[src/rtl/fpga2_bist_ctrl_if.sv]
// Interface between the fpga2 BIST controller, the system control logic and the fpga2 datapath.
// The signature field exists only when FPGA2_BIST_SIG_EN is defined.
interface fpga2_bist_ctrl_if #(
  parameter int ERR_W = 5
);
  logic             start;
  logic             abort;
  logic [3:0]       dut_in;
  logic [6:0]       dut_seg;
  logic [2:0]       dut_efg;
  logic [1:0]       dut_xy;
  logic             busy;
  logic             done;
  logic             pass;
  logic [ERR_W-1:0] err_cnt;
  logic [3:0]       first_fail_vec;
  logic             first_fail_valid;
`ifdef FPGA2_BIST_SIG_EN
  logic [15:0]      signature;
`endif

  // System side plus the fpga2 responses.
  modport master (
`ifdef FPGA2_BIST_SIG_EN
    input  signature,
`endif
    output start, abort, dut_seg, dut_efg, dut_xy,
    input  dut_in, busy, done, pass, err_cnt, first_fail_vec, first_fail_valid
  );

  modport slave (
`ifdef FPGA2_BIST_SIG_EN
    output signature,
`endif
    input  start, abort, dut_seg, dut_efg, dut_xy,
    output dut_in, busy, done, pass, err_cnt, first_fail_vec, first_fail_valid
  );
endinterface

[src/rtl/fpga2_bist_ctrl.sv]
// BIST controller for fpga2: sweeps all 16 input patterns, checks the two-rail {x,y} pair per pattern.
// Optional MISR over all fpga2 outputs is enabled with the FPGA2_BIST_SIG_EN macro.
module fpga2_bist_ctrl #(
  parameter int SETTLE = 4,
  parameter int ERR_W  = 5
) (
  input logic               clk,
  input logic               rst,
  fpga2_bist_ctrl_if.slave  bus
);

  typedef enum logic [2:0] {
    S_IDLE,
    S_APPLY,
    S_WAIT,
    S_SAMPLE,
    S_DONE
  } state_t;

  localparam int                WAIT_W    = (SETTLE > 1) ? $clog2(SETTLE) : 1;
  localparam logic [WAIT_W-1:0] WAIT_LAST = WAIT_W'(SETTLE - 1);

  state_t            state_q, state_d;
  logic [3:0]        pat_q, pat_d;
  logic [3:0]        dut_in_q, dut_in_d;
  logic [WAIT_W-1:0] wait_q, wait_d;
  logic [ERR_W-1:0]  err_cnt_q, err_cnt_d;
  logic [3:0]        ff_vec_q, ff_vec_d;
  logic              ff_valid_q, ff_valid_d;
  logic              pass_q, pass_d;
  logic              xy_err;
`ifdef FPGA2_BIST_SIG_EN
  logic [15:0]       sig_q, sig_d;
`else
  logic              unused_resp;
  assign unused_resp = ^{bus.dut_seg, bus.dut_efg};
`endif

  // Two-rail codes 00 and 11 mean the checker has detected a fault.
  assign xy_err = (bus.dut_xy[1] == bus.dut_xy[0]);

  always_comb begin
    state_d    = state_q;
    pat_d      = pat_q;
    dut_in_d   = dut_in_q;
    wait_d     = wait_q;
    err_cnt_d  = err_cnt_q;
    ff_vec_d   = ff_vec_q;
    ff_valid_d = ff_valid_q;
    pass_d     = pass_q;
`ifdef FPGA2_BIST_SIG_EN
    sig_d      = sig_q;
`endif
    case (state_q)
      S_IDLE: begin
        if (bus.start && !bus.abort) begin
          state_d    = S_APPLY;
          pat_d      = 4'd0;
          dut_in_d   = 4'd0;
          err_cnt_d  = '0;
          ff_valid_d = 1'b0;
          pass_d     = 1'b0;
`ifdef FPGA2_BIST_SIG_EN
          sig_d      = 16'hFFFF;
`endif
        end
      end
      S_APPLY: begin
        state_d = S_WAIT;
        wait_d  = '0;
      end
      S_WAIT: begin
        if (wait_q == WAIT_LAST) begin
          state_d = S_SAMPLE;
        end else begin
          wait_d = wait_q + 1'b1;
        end
      end
      S_SAMPLE: begin
        if (xy_err) begin
          if (err_cnt_q != '1) begin
            err_cnt_d = err_cnt_q + 1'b1;
          end
          if (!ff_valid_q) begin
            ff_vec_d   = pat_q;
            ff_valid_d = 1'b1;
          end
        end
`ifdef FPGA2_BIST_SIG_EN
        sig_d = {sig_q[14:0], 1'b0} ^ (sig_q[15] ? 16'h1021 : 16'h0000)
              ^ {4'b0000, bus.dut_seg, bus.dut_efg, bus.dut_xy};
`endif
        pat_d = pat_q + 4'd1;
        if (pat_q == 4'd15) begin
          state_d = S_DONE;
          pass_d  = (err_cnt_d == '0);
        end else begin
          state_d  = S_APPLY;
          dut_in_d = pat_q + 4'd1;
        end
      end
      S_DONE: begin
        state_d = S_IDLE;
      end
      default: begin
        state_d = S_IDLE;
      end
    endcase
    // Abort wins over any progress made in the current busy cycle.
    if (bus.abort && (state_q == S_APPLY || state_q == S_WAIT || state_q == S_SAMPLE)) begin
      state_d    = S_IDLE;
      dut_in_d   = 4'd0;
      pat_d      = pat_q;
      wait_d     = wait_q;
      err_cnt_d  = err_cnt_q;
      ff_vec_d   = ff_vec_q;
      ff_valid_d = ff_valid_q;
      pass_d     = pass_q;
`ifdef FPGA2_BIST_SIG_EN
      sig_d      = sig_q;
`endif
    end
  end

  always_ff @(posedge clk) begin
    if (rst) begin
      state_q    <= S_IDLE;
      pat_q      <= 4'd0;
      dut_in_q   <= 4'd0;
      wait_q     <= '0;
      err_cnt_q  <= '0;
      ff_vec_q   <= 4'd0;
      ff_valid_q <= 1'b0;
      pass_q     <= 1'b0;
`ifdef FPGA2_BIST_SIG_EN
      sig_q      <= 16'hFFFF;
`endif
    end else begin
      state_q    <= state_d;
      pat_q      <= pat_d;
      dut_in_q   <= dut_in_d;
      wait_q     <= wait_d;
      err_cnt_q  <= err_cnt_d;
      ff_vec_q   <= ff_vec_d;
      ff_valid_q <= ff_valid_d;
      pass_q     <= pass_d;
`ifdef FPGA2_BIST_SIG_EN
      sig_q      <= sig_d;
`endif
    end
  end

  assign bus.dut_in           = dut_in_q;
  assign bus.busy             = (state_q == S_APPLY) || (state_q == S_WAIT) || (state_q == S_SAMPLE);
  assign bus.done             = (state_q == S_DONE);
  assign bus.pass             = pass_q;
  assign bus.err_cnt          = err_cnt_q;
  assign bus.first_fail_vec   = ff_vec_q;
  assign bus.first_fail_valid = ff_valid_q;
`ifdef FPGA2_BIST_SIG_EN
  assign bus.signature        = sig_q;
`endif

endmodule

[src/flat_wrapper.sv]
// flat-port wrapper written by rule: the top's interface ports become plain ports
module fpga2_bist_ctrl_flat 
#(
  parameter int SETTLE = 4,
  parameter int ERR_W  = 5
)
  (clk, rst, bus_start, bus_abort, bus_dut_seg, bus_dut_efg, bus_dut_xy, bus_dut_in, bus_busy, bus_done, bus_pass, bus_err_cnt, bus_first_fail_vec, bus_first_fail_valid);
  fpga2_bist_ctrl_if #(.ERR_W(ERR_W)) bus_i ();
  input logic clk;
  input logic rst;
  input wire logic [$bits(bus_i.start)-1:0] bus_start;
  input wire logic [$bits(bus_i.abort)-1:0] bus_abort;
  input wire logic [$bits(bus_i.dut_seg)-1:0] bus_dut_seg;
  input wire logic [$bits(bus_i.dut_efg)-1:0] bus_dut_efg;
  input wire logic [$bits(bus_i.dut_xy)-1:0] bus_dut_xy;
  output wire logic [$bits(bus_i.dut_in)-1:0] bus_dut_in;
  output wire logic [$bits(bus_i.busy)-1:0] bus_busy;
  output wire logic [$bits(bus_i.done)-1:0] bus_done;
  output wire logic [$bits(bus_i.pass)-1:0] bus_pass;
  output wire logic [$bits(bus_i.err_cnt)-1:0] bus_err_cnt;
  output wire logic [$bits(bus_i.first_fail_vec)-1:0] bus_first_fail_vec;
  output wire logic [$bits(bus_i.first_fail_valid)-1:0] bus_first_fail_valid;
  assign bus_i.start = bus_start;
  assign bus_i.abort = bus_abort;
  assign bus_i.dut_seg = bus_dut_seg;
  assign bus_i.dut_efg = bus_dut_efg;
  assign bus_i.dut_xy = bus_dut_xy;
  assign bus_dut_in = bus_i.dut_in;
  assign bus_busy = bus_i.busy;
  assign bus_done = bus_i.done;
  assign bus_pass = bus_i.pass;
  assign bus_err_cnt = bus_i.err_cnt;
  assign bus_first_fail_vec = bus_i.first_fail_vec;
  assign bus_first_fail_valid = bus_i.first_fail_valid;
  fpga2_bist_ctrl #(.SETTLE(SETTLE), .ERR_W(ERR_W)) u_core (.clk(clk), .rst(rst), .bus(bus_i));
endmodule
[config.mk]
export PLATFORM = sky130hd
export DESIGN_NAME = fpga2_bist_ctrl_flat
export DESIGN_NICKNAME = d
export VERILOG_FILES = /design/src/rtl/fpga2_bist_ctrl_if.sv /design/src/rtl/fpga2_bist_ctrl.sv /design/src/flat_wrapper.sv
export SDC_FILE = /design/constraint.sdc
export NUM_CORES = 1
export LEC_CHECK = 0
export CAP_MARGIN = 15
export CORE_MARGIN = 3
export CORE_UTILIZATION = 47
export DETAILED_ROUTE_END_ITERATION = 6
export PLACE_DENSITY = 0.9
export SETUP_SLACK_MARGIN = 0.15
export SYNTH_ARGS = -nofsm -noshare
export SYNTH_HDL_FRONTEND = slang
export SYNTH_SLANG_ARGS = --single-unit
[constraint.sdc]
create_clock -name clk -period 1.4 [get_ports clk]
set_input_delay 0.28 -clock clk [delete_from_list [all_inputs] [get_ports clk]]
set_output_delay 0.28 -clock clk [all_outputs]
set_load 0.01 [all_outputs]
Word-level counts from Yosys, hierarchy flattened
Cells that the tools add are included.
W data, S select, Z words.
- output and inout port bits: 17
- register bits after elaboration: 24
- word-level logic and storage cells: 64
- input bits: 16
- add/sub/neg operators: 3
- bitwise gates (word level): 2
- reductions and logical operators: 17
- multiplexer cells: 20
- equality and inequality tests: 14
- operators with widths (kind ; number):
    $mux W5 ; 4
    $pmux W4 S2 ; 2
    $pmux W3 S4 ; 1
    $reduce_and A4 Y1 ; 3
    $pmux W5 S2 ; 1
    $mux W3 ; 3
    $reduce_and A3 Y1 ; 3
    $mux W4 ; 2
    $ne A2 B1 Y1 const B ; 4
    $eq A3 B2 Y1 const B ; 2
    $add A5 B1 Y5 const B ; 1
    $logic_not A5 Y1 ; 1
    $ne A5 B5 Y1 const B ; 1
    $add A4 B1 Y4 const B ; 1
    $eq A4 B4 Y1 const B ; 1
    $ne A2 B2 Y1 const B ; 2
    $pmux W1 S2 ; 2
    $pmux W2 S2 ; 1
    $reduce_bool A2 Y1 ; 2
    $eq A3 B1 Y1 const B ; 1
    $eq A3 B3 Y1 const B ; 1
    $logic_not A3 Y1 ; 1
    $mux W1 ; 3
    $add A2 B1 Y2 const B ; 1
    other kinds (9) ; 12

Logic depth before layout (Yosys ltp)
Gate-level depths: netlist of run 1.
- depth in word-level cells: 7
- mapped depth: 5
- gate-level depth less buffers: 5

Worst setup path after synthesis of run 1
OpenSTA, ideal clock, no wires.
- path kind: reg2reg
- from: register u_core.pat_q[0]
- to: register u_core.pass_q (netlist: u_core.bus.pass)
- clock period less this slack: 1.329 ns
- stages on the path, launching flop included: 6
- arrival time: 1.201 ns
- path slack: 0.071 ns
- setup time: 0.128 ns
- data required time: 1.272 ns
- path buffers: 0
- cells stage by stage: dfxtp_1 > ha_1 > nand3_1 > and2_4 > o21ai_0 > o41ai_2
- cells in the longest elaborated chain, start to end: 3
- RTL lines (item ; RTL line ; source):
    from (decl) ; fpga2_bist_ctrl.sv:24 ; logic [3:0] pat_q, pat_d;
    from (signal assigned) ; fpga2_bist_ctrl.sv:140 ; pat_q <= pat_d;
    $eq A4 B4 Y1 ; fpga2_bist_ctrl.sv:94 ; if (pat_q == 4'd15) begin
    $ne A2 B1 Y1 (no source line) ; -- ;
    $reduce_and A4 Y1 (no source line) ; -- ;
    to (signal assigned) ; fpga2_bist_ctrl.sv:146 ; pass_q <= pass_d;
    to (decl) ; fpga2_bist_ctrl.sv:30 ; logic pass_q, pass_d;
Every way passes these cells.
A chain may end at the register's enable or synchronous reset.

Worst setup path after layout of run 1
- from: input bus_dut_xy[1]
- to: register u_core.pass_q (netlist: u_core.bus.pass)
- cells in the longest elaborated chain, start to end: 6
- RTL lines (item ; RTL line ; source):
    from (decl) ; flat_wrapper.sv:15 ; input wire logic [$bits(bus_i.dut_xy)-1:0] bus_dut_xy;
    $eq A1 B1 Y1 ; fpga2_bist_ctrl.sv:40 ; assign xy_err = (bus.dut_xy[1] == bus.dut_xy[0]);
    $mux W5 ; fpga2_bist_ctrl.sv:80 ; if (xy_err) begin
    $mux W5 ; fpga2_bist_ctrl.sv:54 ; case (state_q)
    $logic_not A5 Y1 ; fpga2_bist_ctrl.sv:96 ; pass_d = (err_cnt_d == '0);
    $mux W1 ; fpga2_bist_ctrl.sv:94 ;
    $pmux W1 S2 ; fpga2_bist_ctrl.sv:54 ;
Every way passes these cells. The select of a mux whose other input is x is not followed.

==> results of run 1 <==
## routing by layer
metal  global-route usage, %  up-vias  share of wire (%)
li1                        -      625                  -
met1                    33.0      728                 41
met2                    45.3       86                 49
met3                    5.88       32                5.9
met4                    14.2        0                3.6
met5                       0        -                  0
## what timing repair did
action	in CTS	in global routing
endpoints found under the hold margin	0	0
endpoints found under the setup margin	38	36
gates resized for setup	66	35
pin swaps	26	24
hold buffers	0	0
setup buffers	15	8
cloned	1	0
## layout by cell type (no fill, tap or decap), types with 3 or more instances in the layout
cell,instances
a21oi_1,6
a22oi_1,3
and2_4,4
buf_4,32
buf_6,11
clkbuf_2,3
clkbuf_4,3
clkdlybuf4s15_1,8
dfxtp_1,12
dfxtp_2,7
dfxtp_4,5
dlygate4sd2_1,7
mux2i_1,7
nand2_1,7
nand3b_1,3
nand4_1,3
nor2_1,12
nor2_2,3
nor2b_1,4
o21ai_1,5
## final cells by class
type	count	share of cell area, %
clock buffer	3	1.09
sequential	24	24.6
inverter	1	0.182
timing repair buffer	66	28.7
multi-input combinational	105	43.5
tap	30	1.82
## stage by stage
stage	power (W)	area [µm²]	setup WS (ps)
3_5_place_dp	0.000843	1650	-431
2_1_floorplan	0.000778	1270	126
5_1_grt	0.00124	2060	-259
6_report	0.00120	2060	-137
3_3_place_gp	0.000837	1650	-320
4_1_cts	0.00116	1920	-55.4
## flip-flops by register name, summed over array words and instances, names as in the netlist
name and flops:
u_core.bus.pass 1, u_core.bus.err_cnt 5, u_core.wait_q 2, u_core.bus.dut_in 4, u_core.state_q 3, u_core.bus.first_fail_valid 1
u_core.pat_q 4, u_core.bus.first_fail_vec 4
## power groups by stage
| stage | clock network [W] | registers, W | logic [W] |
|---|---|---|---|
| 3_5_place_dp | 0 | 0.000707 | 0.000136 |
| 2_1_floorplan | 0 | 0.000706 | 0.0000718 |
| 6_report | 0.000308 | 0.000683 | 0.000213 |
| 4_1_cts | 0.000308 | 0.000683 | 0.000168 |
| 3_3_place_gp | 0 | 0.000706 | 0.000131 |
| 5_1_grt | 0.000341 | 0.000684 | 0.000219 |
## logic make-up (layout without fill, tap and decap cells)
kind of cell | Yosys count | in the layout | synth area share [%]
AO/OA/AOI/OAI | 32 | 32 | 17.5
XOR/XNOR | 6 | 6 | 4.80
adder cells (fa/ha/maj) | 3 | 3 | 3.00
buffers and inverters | 7 | 70 | 2.80
flip-flops | 24 | 24 | 38.4
multiplexers | 7 | 7 | 5.60
AND/OR/NAND/NOR | 57 | 57 | 27.9
## how the worst max path moves through the flow
stage	from	end	slack, ps	cells after the start
2_1_floorplan	u_core.pat_q[1]$_SDFFE_PP0P_	u_core.bus.pass$_SDFFE_PP0P_	130	5
3_3_place_gp	bus_abort	u_core.bus.first_fail_vec[0]$_SDFFE_PP0P_	-320	5
3_5_place_dp	bus_abort	u_core.bus.first_fail_vec[3]$_SDFFE_PP0P_	-430	5
4_1_cts	u_core.state_q[0]$_SDFFE_PP0P_	u_core.bus.first_fail_vec[3]$_SDFFE_PP0P_	-60	5
5_1_grt	bus_dut_xy[1]	u_core.bus.pass$_SDFFE_PP0P_	-260	6
6_report	bus_dut_xy[1]	u_core.bus.pass$_SDFFE_PP0P_	-140	6
## worst max-delay path: stages
cell	delay [ps]
dlygate4sd2_1	320
xnor2_2	200
buf_4	190
nor4_1	330
a31oi_2	110
o41ai_2	340
==> run_results.csv, run 1 <==
group,metric,value,unit
synthesis,yosysMostFrequentCell,"dfxtp_1",
timing,fin_ws,-137,ps
routing,wl_per_cell,22.5,µm
synthesis,synth_cells,136,
worst_hold_path,hp-start,"u_core.bus.dut_in[3]$_SDFFE_PP0P_",
routing,drtIter0Drc,88,
worst_setup_path,worst-r2r-setup-slack,-120,ps
final_layout,fillers,129,
global_route,antenna_found_initial,0,
cts,clk_pin_slew,130,ps
synthesis,synthTopCellsByArea,"dfxtp_1 38%, mux2i_1 5.6%, nor2_1 4.8%",
synthesis,synth.top_cells.by_count,"24 x dfxtp_1, 16 x nor2_1, 8 x a21oi_1, 7 x mux2i_1, 7 x nand2_1",
cts,cts_root_buffer,"clkbuf_4",
synthesis,ys.flop_type,"dfxtp_1",
synthesis,synth_edf_count,0,
floorplan,die-width,57.6,µm
job,drv_cap,0,
synthesis,yosysWarnings,0,
synthesis,ys_seq_area_share,38.4,%
worst_setup_path,rr_worst_depth,5,
power_and_ir_drop,swShare,27.2,%
power_and_ir_drop,vdd_drop_max,0.565,mV
worst_setup_path,startpoint_type,"primary input",
timing,finalHoldViolCount,0,
timing,setup_viol,12,
synthesis,syn_area,0.00125,mm²
synthesis,syn_area_per_cell,9.20,µm²
timing,fin_crit,1540,ps
worst_setup_path,reg2reg_from,"u_core.bus.err_cnt[1]$_SDFFE_PP0P_",
floorplan,start_util,50.1,%
timing,slew_violations,0,
synthesis,yosysTopAreaCellShare,38.4,%
power_and_ir_drop,p_int,0.000877,W
place,gp_congestion,0.858,
cts,cts_buffers,3,
power_and_ir_drop,combPwrFrac,17.7,%
worst_setup_path,cp.arrival,1770,ps
place,numPortBuffers,22,
place,dp.cells,202,
synthesis,synthArstFlopShare,0,%
routing,wl,5.16,mm
timing,post-route-period-util,110,%
timing,tns,-808,ps
worst_setup_path,cp.required,1630,ps
floorplan,top_level_ports,33,
synthesis,yosysUniqueCellTypes,44,
status,status,"finished with violations",
power_and_ir_drop,netSwitchingPower,0.000327,W
routing,dr_total_vias,1471,
routing,ant_nets,0,
final_layout,utilization,82.5,%
status,violations,"setup timing",
global_route,grt_max_degree,15,
timing,clock_skew,5.40,ps
floorplan,die_area,0.00332,mm²
final_layout,drive_gt1_share,50.3,%
floorplan,coreArea,0.00250,mm²
worst_setup_path,crit_type,"primary input to flip-flop",
place,place_hpwl,2.50,mm
global_route,grt_first_pass_wirelength,7.06,mm
timing,whs,471,ps
synthesis,yosys.area.top_type,"dfxtp_1",
cts,cts_sinks,24,
cts,cts_htree_levels,1,
final_layout,regArea,508,µm²
worst_setup_path,endpoint_kind,"flip-flop",
worst_hold_path,hp-class,"flip-flop to flip-flop",
final_layout,layout.nets,220,
timing,rsz0062_at_grt,"true",
routing,drt_first_pass_iters,4,
timing,worst_pin_slew,422,ps
worst_setup_path,cp_max_fo,5,
floorplan,num_rows,18,
floorplan,die_h,57.6,µm
global_route,grt_use_total,27.4,%
cts,cts_buffer_depth,2,
cts,cts_tree,"done",
global_route,grt_pass1_vias,1444,
cts,clk-insertion-delay-late,310,ps
routing,vias_per_cell,6.42,
final_layout,antennaDiodeCount,0,
synthesis,synth.net_count,155,
timing,maxSlewHeadroom,71.6,%
worst_hold_path,whs_endpoint,"u_core.bus.dut_in[3]$_SDFFE_PP0P_",
power_and_ir_drop,p_leak,0.843,nW
global_route,globalRouteOverflowTotal,0,
synthesis,synth_seq_cells,24,
final_layout,area_growth,64.9,%
power_and_ir_drop,clock_power_share,25.6,%
worst_setup_path,reg2reg_to,"u_core.bus.pass$_SDFFE_PP0P_",
power_and_ir_drop,power_density,584,mW/mm²
final_layout,multi_input_area,898,µm²
timing,max_freq,651,MHz
worst_hold_path,min_path_cells,2,
power_and_ir_drop,p_seq_share,56.7,%
final_layout,fin_cells,229,
routing,post-route-drc-count,0,
(Power assumes the default switching activity.)
==> inputs of run 2 (changes only) <==
--- a/config.mk
+++ b/config.mk
@@ -5,11 +5,12 @@
 export SDC_FILE = /design/constraint.sdc
 export NUM_CORES = 1
 export LEC_CHECK = 0
-export CAP_MARGIN = 15
+export CAP_MARGIN = 20
 export CORE_MARGIN = 3
 export CORE_UTILIZATION = 47
+export CTS_CLUSTER_DIAMETER = 60
 export DETAILED_ROUTE_END_ITERATION = 6
-export PLACE_DENSITY = 0.9
+export PLACE_DENSITY_LB_ADDON = 0.08
 export SETUP_SLACK_MARGIN = 0.15
 export SYNTH_ARGS = -nofsm -noshare
 export SYNTH_HDL_FRONTEND = slang
==> run 2 against run 1 <==
Against the previous run: the run still ends with setup timing left; via count decreased by 14%; global-route usage decreased by 6.2 points; sequential power increased by 0.6%; setup slack improved by 110 ps; wire length decreased by 33%; fmax increased by 8.0%; critical endpoint is now u_core.bus.err_cnt[3]$_SDFFE_PP0P_; sequential cell count unchanged; final cell count decreased by 2.2%; non-clock buffer count decreased by 6; hold slack got worse by 28 ps; core utilization decreased by 4.4 points; total power increased by 15%.
==> run_results.csv, run 2 (synthesized netlist as in run 1, its figures left out) <==
group,metric,value,unit
status,status,"finished with violations",
status,violations,"setup timing",
floorplan,num_rows,18,
routing,ant_nets,0,
place,place_hpwl,2.33,mm
routing,dr_total_vias,1259,
floorplan,die_area,0.00332,mm²
worst_setup_path,cp.arrival,1680,ps
global_route,grt_use_total,21.2,%
cts,cts_sinks,24,
cts,cts_tree,"done",
power_and_ir_drop,power.total,0.00139,W
routing,vias_per_cell,5.62,
worst_setup_path,crit_buf_inv,3,
global_route,grt_pass1_vias,1283,
worst_setup_path,rr_worst_depth,7,
cts,cts_htree_levels,1,
cts,cts_buffers,3,
worst_hold_path,hp-start,"bus_abort",
timing,post-route-period-util,102,%
power_and_ir_drop,p_int,0.00106,W
timing,setup_viol,5,
cts,cts_root_buffer,"clkbuf_4",
routing,post-route-drc-count,0,
final_layout,layout_commonest_cell,"buf_4",
worst_hold_path,whs_endpoint,"u_core.state_q[1]$_SDFFE_PP0P_",
cts,clk_pin_slew,140,ps
cts,cts_buffer_depth,2,
global_route,grt_first_pass_wirelength,5.51,mm
place,numPortBuffers,22,
timing,fin_crit,1420,ps
worst_setup_path,reg2reg_from,"u_core.state_q[0]$_SDFFE_PP0P_",
job,drv_cap,0,
worst_setup_path,crit_family,"flip-flops",
routing,wl,3.44,mm
timing,rsz0062_at_grt,"true",
timing,maxSlewHeadroom,73.0,%
worst_setup_path,startpoint_type,"flip-flop",
timing,worst_pin_slew,403,ps
worst_hold_path,hp-class,"primary input to flip-flop",
power_and_ir_drop,clock_power_share,37.5,%
power_and_ir_drop,vdd_drop_max,0.664,mV
worst_setup_path,slowest_stage,"dfxtp_4",
routing,drt_first_pass_iters,5,
final_layout,largest_register_ffs,5,
place,gp_congestion,0.822,
timing,slew_violations,0,
power_and_ir_drop,netSwitchingPower,0.000325,W
timing,max_freq,703,MHz
global_route,antenna_found_initial,0,
cts,clk-insertion-delay-late,330,ps
timing,finalHoldViolCount,0,
final_layout,area_growth,56.2,%
floorplan,die_h,57.6,µm
routing,drtIter0Drc,42,
final_layout,layout_common_cells,"30 x buf_4, 14 x nor2_1, 12 x dfxtp_2",
floorplan,top_level_ports,33,
worst_setup_path,cp.required,1660,ps
worst_setup_path,max_stage_delay,430,ps
worst_setup_path,crit_type,"flip-flop to flip-flop",
routing,wl_per_cell,15.4,µm
floorplan,die-width,57.6,µm
final_layout,layout.nets,214,
global_route,globalRouteOverflowTotal,0,
power_and_ir_drop,swShare,23.4,%
worst_setup_path,endpoint_kind,"flip-flop",
power_and_ir_drop,power_density,711,mW/mm²
timing,clock_skew,1.35,ps
final_layout,fillers,171,
final_layout,drive_gt1_share,46.9,%
timing,tns,-70.9,ps
floorplan,start_util,50.1,%
cts,cts_hold_buf,0,
worst_setup_path,cpMostUsedCell,"buf_6",
worst_setup_path,path_cells,"buf_6 -> buf_6 -> nand4bb_4 -> buf_4 -> nor3_2 -> a31oi_1 -> a211oi_2",
worst_setup_path,reg2reg_to,"u_core.bus.err_cnt[3]$_SDFFE_PP0P_",
worst_hold_path,min_path_cells,3,
floorplan,coreArea,0.00250,mm²
power_and_ir_drop,p_leak,0.797,nW
power_and_ir_drop,combPwrFrac,13.1,%
worst_setup_path,worst-r2r-setup-slack,-20,ps
global_route,grt_max_degree,15,
timing,fin_ws,-23.3,ps
final_layout,antennaDiodeCount,0,
worst_setup_path,cp_max_fo,5,
power_and_ir_drop,p_seq_share,49.5,%
==> run 2: changes by cell type in the layout (fill, tap and decap cells not counted), sizes merged <==
cell / delta
bufinv: +1
clkbuf: -1
clkdlybuf4s50: -1
dlygate4sd2: -3
dlymetal6s2s: +1
clkdlybuf4s15: +3
buf: -5
==> run 2: worst min-delay path, cell delays in order <==
cell           delay, ps
dlygate4sd2_1        280
buf_4                140
nor4_1                40
==> run 2: worst max path at each step <==
stage | from | end | cells past startpoint | slack [ps]
floorplan | u_core.pat_q[1]$_SDFFE_PP0P_ | u_core.bus.pass$_SDFFE_PP0P_ | 5 | 130
global placement | bus_dut_xy[0] | u_core.bus.pass$_SDFFE_PP0P_ | 5 | -350
detailed placement | bus_dut_xy[0] | u_core.bus.pass$_SDFFE_PP0P_ | 5 | -410
CTS | bus_start | u_core.bus.dut_in[3]$_SDFFE_PP0P_ | 6 | -7
global route | u_core.state_q[1]$_SDFFE_PP0P_ | u_core.bus.first_fail_vec[1]$_SDFFE_PP0P_ | 6 | -100
finish | u_core.state_q[0]$_SDFFE_PP0P_ | u_core.bus.err_cnt[3]$_SDFFE_PP0P_ | 7 | -20
==> run 2: metal layers <==
| layer | global-route usage (%) | wire length [µm] | vias to the layer above |
|---|---|---|---|
| li1 | - | - | 616 |
| met1 | 25.2 | 1530 | 595 |
| met2 | 35.6 | 1700 | 39 |
| met3 | 3.39 | 134 | 9 |
| met4 | 12.6 | 81 | 0 |
| met5 | 0 | 0 | - |
==> run 2: through the flow <==
step           setup slack (ps)  cell area, µm²  hold WS [ps]  std cells  util [%]
5_1_grt                   -96.8            1950           450        224      78.2
6_report                  -23.3            1950           443        224      78.2
2_1_floorplan               126            1270           349        136         -
3_3_place_gp               -352            1680           444        207      67.1
3_5_place_dp               -414            1680           453        207      67.1
4_1_cts                   -6.61            1850           459        220      73.8
==> run 2: layout make-up <==
cell class / count / area [µm²] / area share [%]
multi-input combinational: 105 / 847 / 43.3
timing repair buffer: 60 / 503 / 25.7
clock buffer: 3 / 22.5 / 1.15
sequential: 24 / 510 / 26.1
inverter: 1 / 3.75 / 0.192
tap: 30 / 37.5 / 1.92
clock inverter: 1 / 30.0 / 1.54
==> run 2: timing repair <==
action	4_1_cts	5_1_grt
buffers inserted	9	4
resized for setup	59	34
endpoints found under the setup margin	37	37
pin swaps	4	10
==> run 2: power groups by stage <==
stage / sequential (W) / combinational [W] / clock (W)
floorplan: 0.000706 / 0.0000718 / 0
global placement: 0.000708 / 0.000143 / 0
detailed placement: 0.000709 / 0.000146 / 0
CTS: 0.000686 / 0.000166 / 0.000514
global route: 0.000688 / 0.000194 / 0.000557
finish: 0.000687 / 0.000182 / 0.000521
==> inputs of run 3 (changes only) <==
--- a/config.mk
+++ b/config.mk
@@ -5,13 +5,14 @@
 export SDC_FILE = /design/constraint.sdc
 export NUM_CORES = 1
 export LEC_CHECK = 0
-export CAP_MARGIN = 20
+export CAP_MARGIN = 10
 export CORE_MARGIN = 3
 export CORE_UTILIZATION = 47
 export CTS_CLUSTER_DIAMETER = 60
 export DETAILED_ROUTE_END_ITERATION = 6
 export PLACE_DENSITY_LB_ADDON = 0.08
 export SETUP_SLACK_MARGIN = 0.15
+export SKIP_LAST_GASP = 1
 export SYNTH_ARGS = -nofsm -noshare
 export SYNTH_HDL_FRONTEND = slang
 export SYNTH_SLANG_ARGS = --single-unit
==> run 3 against run 2 <==
Against the previous run: the run still ends with setup timing left; sequential cell count did not move; wire length barely moved; clock skew rose by 8.1 ps; sequential power barely moved; setup slack got worse by 8.2 ps; clock-buffer cell count did not move; critical path depth did not move; design area fell by 0.70%; core utilization fell by 0.55 points; total power fell by 0.75%; register-to-register slack barely moved; die area did not move.
==> run_results.csv, run 3 (synthesized netlist as in run 1, its figures left out) <==
group,metric,value,unit
status,status,"finished with violations",
status,violations,"setup timing",
routing,wl,3.45,mm
timing,tns,-48.7,ps
place,dp_worst_setup_slack,-414,ps
worst_setup_path,max_stage_delay,430,ps
worst_setup_path,worst-r2r-setup-slack,-30,ps
place,numPortBuffers,22,
floorplan,die-width,57.6,µm
power_and_ir_drop,p_leak,0.809,nW
place,gp_congestion,0.822,
timing,fin_crit,1430,ps
final_layout,drive_gt1_share,46.4,%
job,drv_cap,0,
timing,post-route-period-util,102,%
floorplan,top_level_ports,33,
floorplan,num_rows,18,
worst_setup_path,slowest_stage,"dfxtp_4",
cts,cts_buffers,3,
floorplan,start_util,50.1,%
timing,max_freq,699,MHz
routing,routed.top_layer,"met4",
routing,vias_per_cell,5.58,
routing,ant_nets,0,
routing,drt_first_pass_iters,4,
timing,slew_violations,0,
worst_setup_path,crit_type,"flip-flop to flip-flop",
worst_hold_path,hp-class,"primary input to flip-flop",
timing,fin_ws,-31.5,ps
floorplan,coreArea,0.00250,mm²
cts,clk-insertion-delay-late,320,ps
timing,setup_viol,4,
global_route,grt_max_degree,15,
global_route,grt_pass1_vias,1285,
cts,cts_htree_levels,1,
routing,wl_met2,1.71,mm
floorplan,die_area,0.00332,mm²
routing,dr_total_vias,1249,
worst_setup_path,endpoint_kind,"flip-flop",
cts,cts_hold_buf,0,
place,dp.cells,207,
routing,post-route-drc-count,0,
final_layout,antennaDiodeCount,0,
timing,worst_pin_slew,398,ps
timing,finalHoldViolCount,0,
global_route,grt_first_pass_wirelength,5.53,mm
place,place_hpwl,2.33,mm
cts,cts_root_buffer,"clkbuf_4",
worst_setup_path,crit_family,"flip-flops",
power_and_ir_drop,power_density,711,mW/mm²
timing,maxSlewHeadroom,73.4,%
timing,rsz0062_at_grt,"true",
routing,drtIter0Drc,34,
worst_setup_path,crit_buf_inv,3,
final_layout,layout_common_cells,"29 x buf_4, 14 x nor2_1, 12 x dfxtp_2",
worst_setup_path,cpMostUsedCell,"buf_6",
timing,clock_skew,9.50,ps
routing,wl_met3,105,µm
global_route,antenna_found_initial,0,
routing,wl_per_cell,15.4,µm
worst_setup_path,path_cells,"buf_6 -> buf_6 -> nand4bb_4 -> buf_4 -> nor3_2 -> a31oi_1 -> a211oi_2",
final_layout,layout_commonest_cell,"buf_4",
floorplan,die_h,57.6,µm
cts,cts_tree,"done",
cts,cts_sinks,24,
final_layout,fin_cells,224,
global_route,grt_use_total,21.2,%
final_layout,largest_register_ffs,5,
global_route,globalRouteOverflowTotal,0,
worst_setup_path,cp_max_fo,5,
worst_setup_path,cp.arrival,1680,ps
final_layout,layout.nets,214,
power_and_ir_drop,vdd_drop_max,0.620,mV
worst_setup_path,startpoint_type,"flip-flop",
cts,cts_buffer_depth,2,
final_layout,area_growth,55.1,%
routing,drt-met1-wl,1.55,mm
worst_setup_path,cp.required,1650,ps
cts,clk_pin_slew,140,ps
-- run 3: cell types whose count changed in the layout (fill, tap and decap cells not counted), sizes merged --
cell,delta
dlygate4sd2,-1
dlymetal6s2s,+1
-- run 3: final timing paths --
kind,from,end,depth (start not counted)
max,u_core.state_q[0]$_SDFFE_PP0P_,u_core.bus.err_cnt[3]$_SDFFE_PP0P_,7
min,bus_abort,u_core.state_q[1]$_SDFFE_PP0P_,3
max reg2reg,u_core.state_q[0]$_SDFFE_PP0P_,u_core.bus.err_cnt[3]$_SDFFE_PP0P_,7
min reg2reg,u_core.bus.dut_in[3]$_SDFFE_PP0P_,u_core.bus.dut_in[3]$_SDFFE_PP0P_,2
-- run 3: repair_timing --
item / in CTS / in global routing
pin swaps: 4 / 3
resized for setup: 52 / 39
endpoints found under the setup margin: 37 / 38
buffers inserted: 9 / 4
-- run 3: tightest hold or removal path: stages --
cell	delay [ps]
dlymetal6s2s_1	200
buf_4	160
nor4_1	40
-- run 3: where the power goes --
part           switching [W]  internal (W)
clock network       0.000218      0.000289
logic              0.0000881     0.0000961
registers         0.00000719      0.000680
-- run 3: final cells by class --
cell class                 count  area [µm²]
multi-input combinational    105         826
fill                         178         559
sequential                    24         510
timing repair buffer          60         510
tap                           30        37.5
clock inverter                 1        30.0
clock buffer                   3        22.5
inverter                       1        3.75
-- run 3: layer usage --
metal  vias up  track usage, %
met3        10            2.71
met5         -               0
li1        616               -
met4         0            12.3
met2        33            36.1
met1       590            25.3
-- run 3: per-stage QoR --
step           hold slack [ps]  utilization, %  instance area, µm²  power, W
3_3_place_gp               444            67.1                1680  0.000852
6_report                   395            77.6                1940   0.00138
4_1_cts                    470            73.6                1840   0.00137
2_1_floorplan              349               -                1270  0.000778
5_1_grt                    397            77.6                1940   0.00143
3_5_place_dp               453            67.1                1680  0.000854
==> RTL edit 1, RTL diff (flow settings as in run 3) <==
Re-encode `state_t` (5 states) as Gray code, 3 bits wide.
--- a/src/rtl/fpga2_bist_ctrl.sv
+++ b/src/rtl/fpga2_bist_ctrl.sv
@@ -10,11 +10,11 @@
 );
 
   typedef enum logic [2:0] {
-    S_IDLE,
-    S_APPLY,
-    S_WAIT,
-    S_SAMPLE,
-    S_DONE
+    S_IDLE   = 3'b000,
+    S_APPLY  = 3'b001,
+    S_WAIT   = 3'b011,
+    S_SAMPLE = 3'b010,
+    S_DONE   = 3'b110
   } state_t;
 
   localparam int                WAIT_W    = (SETTLE > 1) ? $clog2(SETTLE) : 1;
Function: same outputs for any inputs over 10 cycles, from zero or initial values and one cycle with rst high; not proved beyond that.
==> RTL edit 1 against run 3 <==
Power up 12%; largest cell class unchanged; area after synthesis decreased by 1.0%; routed wire length rose by 13%; clock skew grew 0.0041 ns; highest routed layer unchanged; cell area shrank 0.19%; via count up 8.0%; sequential power is 3.3% higher; sequential share of layout area is 0.051 points higher; worst setup slack worse by 0.16 ns; synthesized cell count increased by 5.1%; the flow still finishes with violations (setup timing); die area decreased by 0.90%; sequential cell count unchanged; critical path depth is 2 lower; clock power rose by 4%.
==> RTL edit 1: results (changes against run 3) <==
| Metric | Value |
|---|---|
| CP max-delay cell | or4b_4 (was dfxtp_4) |
| Initial DRC count | 78 (was 34) |
| DP Worst Slack | -0.591 ns (was -0.414 ns) |
| RePlAce Congestion | 0.869 (was 0.822) |
| Worst VDD drop | 0.000831 V (was 0.000620 V) |
| DR vias/cell | 5.81 (was 5.58) |
| Fin worst setup slack | -0.189 ns (was -0.0315 ns) |
| Setup Fix Bufs, Post-CTS | 5 (was 9) |
| Final setup TNS | -2.04 ns (was -0.0487 ns) |
| First-pass GRT wire length | 6500 um (was 5530 um) |
| Syn nets | 162 (was 155) |
| R2R depth | 4 (was 7) |
| Hold Path End | u_core.bus.dut_in[1] (was u_core.state_q[1]) |
| # nets final | 224 (was 214) |
| Sequential fraction of the synthesis area | 38.8% (was 38.4%) |
| Share of cells above drive strength 1 | 48.5% (was 46.4%) |
| Min Hold Slack | 0.492 ns (was 0.395 ns) |
| R2r setup slk | -0.18 ns (was -0.03 ns) |
| Lkg Pwr | 0.793 nW (was 0.809 nW) |
| CP Max Fanout | 4 (was 5) |
| Vias after detailed routing | 1349 (was 1249) |
| Cells after synthesis | 143 (was 136) |
| Setup violators final | 17 (was 4) |
| Worst skew pair latency | 0.34 ns (was 0.32 ns) |
| CP max stage delay | 0.55 ns (was 0.43 ns) |
| Detailed Place HPWL | 2480 um (was 2330 um) |
| Post-cts sizing count | 71 (was 52) |
| Total Wirelength | 3910 um (was 3450 um) |
| DP Area | 1710 um^2 (was 1680 um^2) |
| Worst r2r src | u_core.state_q[2] (was u_core.state_q[0]) |
| Failing checks | setup timing (unchanged) |
| Rel. slew slack | 79.4% (was 73.4%) |
| Commonest cells post-synth | 24 x dfxtp_1, 15 x nor2_1, 14 x a21oi_1 (was 24 x dfxtp_1, 16 x nor2_1, 8 x a21oi_1) |
| GRT Total Usage | 25.1% (was 21.2%) |
| Worst Hold Class | register to register (was input pin to register) |
| Hold Path Stages | 2 (was 3) |
| Yosys cell types | 41 (was 44) |
| Status | finished, violations left (unchanged) |
RTL edit 1: logic make-up after synthesis:
logic type      count (synthesis)  share of synthesized area (%)
fa+ha+maj                       3                           3.03
mux                             4                           3.23
flops                          24                           38.8
buf+inv                         9                           4.34
xor+xnor                        5                           3.54
simple gates                   55                           25.5
compound gates                 43                           21.6
RTL edit 1: layout make-up:
type / count / area, um^2
clock buffers: 3 / 22.5
multi-input cells: 110 / 806
well taps: 28 / 35.0
clock inverters: 1 / 30.0
repair buffers: 63 / 522
fillers: 146 / 424
inverters: 3 / 11.3
flip-flops and latches: 24 / 510
RTL edit 1: report_power, final:
group	total, W	switching (W)	internal (W)
clock	0.000526	0.000236	0.000290
combinational	0.000307	0.000149	0.000159
sequential	0.000710	0.0000176	0.000693
RTL edit 1: routing by layer:
layer / routed length (um) / track usage (%) / up-vias
li1: - / - / 647
met1: 1560 / 30.8 / 620
met2: 1990 / 46.3 / 67
met3: 268 / 4.52 / 15
met4: 86 / 3.97 / 0
met5: 0 / 0 / -
==> RTL edit 2, RTL diff (flow settings as in run 3) <==
Without the edit above. `ERR_W` is set to 5 in 3 places; all go to 10.
--- a/src/rtl/fpga2_bist_ctrl_if.sv
+++ b/src/rtl/fpga2_bist_ctrl_if.sv
@@ -1,7 +1,7 @@
 // Interface between the fpga2 BIST controller, the system control logic and the fpga2 datapath.
 // The signature field exists only when FPGA2_BIST_SIG_EN is defined.
 interface fpga2_bist_ctrl_if #(
-  parameter int ERR_W = 5
+  parameter int ERR_W = 10
 );
   logic             start;
   logic             abort;
--- a/src/rtl/fpga2_bist_ctrl.sv
+++ b/src/rtl/fpga2_bist_ctrl.sv
@@ -2,7 +2,7 @@
 // Optional MISR over all fpga2 outputs is enabled with the FPGA2_BIST_SIG_EN macro.
 module fpga2_bist_ctrl #(
   parameter int SETTLE = 4,
-  parameter int ERR_W  = 5
+  parameter int ERR_W  = 10
 ) (
   input logic               clk,
   input logic               rst,
--- a/src/flat_wrapper.sv
+++ b/src/flat_wrapper.sv
@@ -2,7 +2,7 @@
 module fpga2_bist_ctrl_flat 
 #(
   parameter int SETTLE = 4,
-  parameter int ERR_W  = 5
+  parameter int ERR_W  = 10
 )
   (clk, rst, bus_start, bus_abort, bus_dut_seg, bus_dut_efg, bus_dut_xy, bus_dut_in, bus_busy, bus_done, bus_pass, bus_err_cnt, bus_first_fail_vec, bus_first_fail_valid);
   fpga2_bist_ctrl_if #(.ERR_W(ERR_W)) bus_i ();
Interface: changed (resized bus_err_cnt); port bits go from 33 to 38. The function was not compared with the original's and may differ.
==> RTL edit 2 against run 3 <==
The flow still finishes with violations (setup timing); area after synthesis is 31% higher; power increased by 31%; cell area rose by 49%; worst setup slack got worse by 0.42 ns; global-route usage increased by 7.7 points; sequential cell count rose by 5; maximum frequency shrank 23%; utilization increased by 13 points; count of clock-buffer cells in the layout increased by 2; routed wire length increased by 97%; largest power group unchanged.
==> RTL edit 2: results (changes against run 3) <==
| Metric | Value |
|---|---|
| Yosys cell types | 48 (was 44) |
| Largest net degree at the start of global routing | 23 (was 15) |
| Rel. slew slack | 69.2% (was 73.4%) |
| Non-filler instance count after layout | 336 (was 224) |
| Number of global-route vias before repair | 1987 (was 1285) |
| Setup violators final | 29 (was 4) |
| Skew final | 0.0246 ns (was 0.00950 ns) |
| Drt wl/cell | 20.2 um (was 15.4 um) |
| CP delay by family, top | simple AND/OR/NAND/NOR gates (was flip-flops) |
| # nets final | 312 (was 214) |
| Detailed Place HPWL | 3850 um (was 2330 um) |
| DP Area | 2420 um^2 (was 1680 um^2) |
| Root buffer cell | clkbuf_4 (unchanged) |
| Ys async rst share | 0% (unchanged) |
| Failing checks | setup timing (unchanged) |
| Crit path from | u_core.bus.err_cnt[3] (was u_core.state_q[0]) |
| GRT Total Usage | 28.9% (was 21.2%) |
| Share of cells above drive strength 1 | 59.9% (was 46.4%) |
| CP max stage delay | 0.45 ns (was 0.43 ns) |
| Worst Hold Class | register to register (was input pin to register) |
| Worst skew pair latency | 0.35 ns (was 0.32 ns) |
| Pre-antenna DRT Iters | 4 (unchanged) |
| Commonest cells post-synth | 29 x dfxtp_1, 23 x nor2_1, 19 x nand2_1 (was 24 x dfxtp_1, 16 x nor2_1, 8 x a21oi_1) |
| Status | finished, violations left (unchanged) |
| YS warnings | 0 (unchanged) |
| Lkg Pwr | 1.19 nW (was 0.809 nW) |
| RePlAce Congestion | 0.927 (was 0.822) |
| Fin worst setup slack | -0.452 ns (was -0.0315 ns) |
| CP Max Fanout | 4 (was 5) |
| WP data arrival | 2.14 ns (was 1.68 ns) |
| DR vias/cell | 6.21 (was 5.58) |
| Clock slew at reported path FFs | 0.11 ns (was 0.14 ns) |
| Cell count after placement | 316 (was 207) |
| Diodes inserted | 0 (unchanged) |
| Port Buffers | 27 (was 22) |
| Fill cells | 130 (was 178) |
| Worst VDD drop | 0.000538 V (was 0.000620 V) |
| Syn nets | 218 (was 155) |
| Initial antenna violation count | 0 (unchanged) |
| CP max-delay cell | nor4_1 (was dfxtp_4) |
| HP Start | u_core.wait_q[1] (was bus_abort) |
| Max clock buf depth | 2 (unchanged) |
| Cells after synthesis | 199 (was 136) |
| Top post-synthesis cells by area | dfxtp_1 35%, nor2_1 5.3%, a21oi_1 5.2% (was dfxtp_1 38%, mux2i_1 5.6%, nor2_1 4.8%) |
| CTS buffer count | 5 (was 3) |
| CP bufs+invs | 1 (was 3) |
| First-pass GRT wire length | 9460 um (was 5530 um) |
| Largest register FFs | 10 (was 5) |
| Sequential fraction of the synthesis area | 35.5% (was 38.4%) |
| Initial DRC count | 187 (was 34) |
| H-Tree Depth | 2 (was 1) |
## RTL edit 2: worst paths after layout
| path | cells past startpoint | end | slack [ns] |
|---|---|---|---|
| setup reg to reg | 6 | u_core.bus.pass | -0.45 |
| setup / recovery | 6 | u_core.bus.pass | -0.45 |
| hold reg to reg | 2 | u_core.wait_q[1] | 0.49 |
| hold / removal | 2 | u_core.wait_q[1] | 0.49 |
## RTL edit 2: final cells by class
| cell class | instances | area, um^2 | area share, % |
|---|---|---|---|
| clock inverter | 1 | 5.00 | 0.173 |
| timing repair buffer | 100 | 846 | 29.3 |
| inverter | 3 | 11.3 | 0.389 |
| sequential | 29 | 606 | 20.9 |
| clock buffer | 5 | 37.5 | 1.30 |
| multi-input combinational | 154 | 1330 | 46.0 |
| tap | 44 | 55.1 | 1.90 |
## RTL edit 2: logic make-up after synthesis
family                   share of synthesized area [%]
buffers and inverters                             4.59
multiplexers                                      1.83
flip-flops                                        35.5
XOR/XNOR                                          3.14
adder cells (fa/ha/maj)                           2.29
AND/OR/NAND/NOR                                   26.4
AO/OA/AOI/OAI                                     26.3
## RTL edit 2: what timing repair did
| item | 4_1_cts | 5_1_grt |
|---|---|---|
| cloned | 0 | 1 |
| setup buffers | 4 | 9 |
| setup endpoints to repair | 50 | 45 |
| pin swaps | 24 | 16 |
| gates resized for setup | 95 | 69 |
## RTL edit 2: worst reg2reg max path: cells and delay by family (launching register included)
family	cells	cell delay, ns
AOI/OAI and AO/OA	1	0.18
buffers and inverters	1	0.12
DFF	1	0.37
muxes	1	0.18
and+or+nand+nor	3	0.94
## RTL edit 2: per-layer routing
| layer | GRT usage, % | wire length, um |
|---|---|---|
| met5 | 0 | 0 |
| met4 | 11.1 | 343 |
| met3 | 5.20 | 667 |
| met2 | 47.4 | 3090 |
| met1 | 37.6 | 2690 |
## RTL edit 2: power by group
part	switching (W)	internal, W	leakage (nW)
sequential	0.0000124	0.000832	0.242
clock	0.000315	0.000174	0.0269
combinational	0.000230	0.000240	0.919
## RTL edit 2: metrics by stage
stage                     setup WS, ns  TNS (ns)
after floorplan                 -0.236    -0.991
after global placement          -0.572    -11.56
after detailed placement        -0.634    -12.90
after CTS                       -0.293     -2.67
after global routing            -0.503     -5.96
final                           -0.452     -4.40
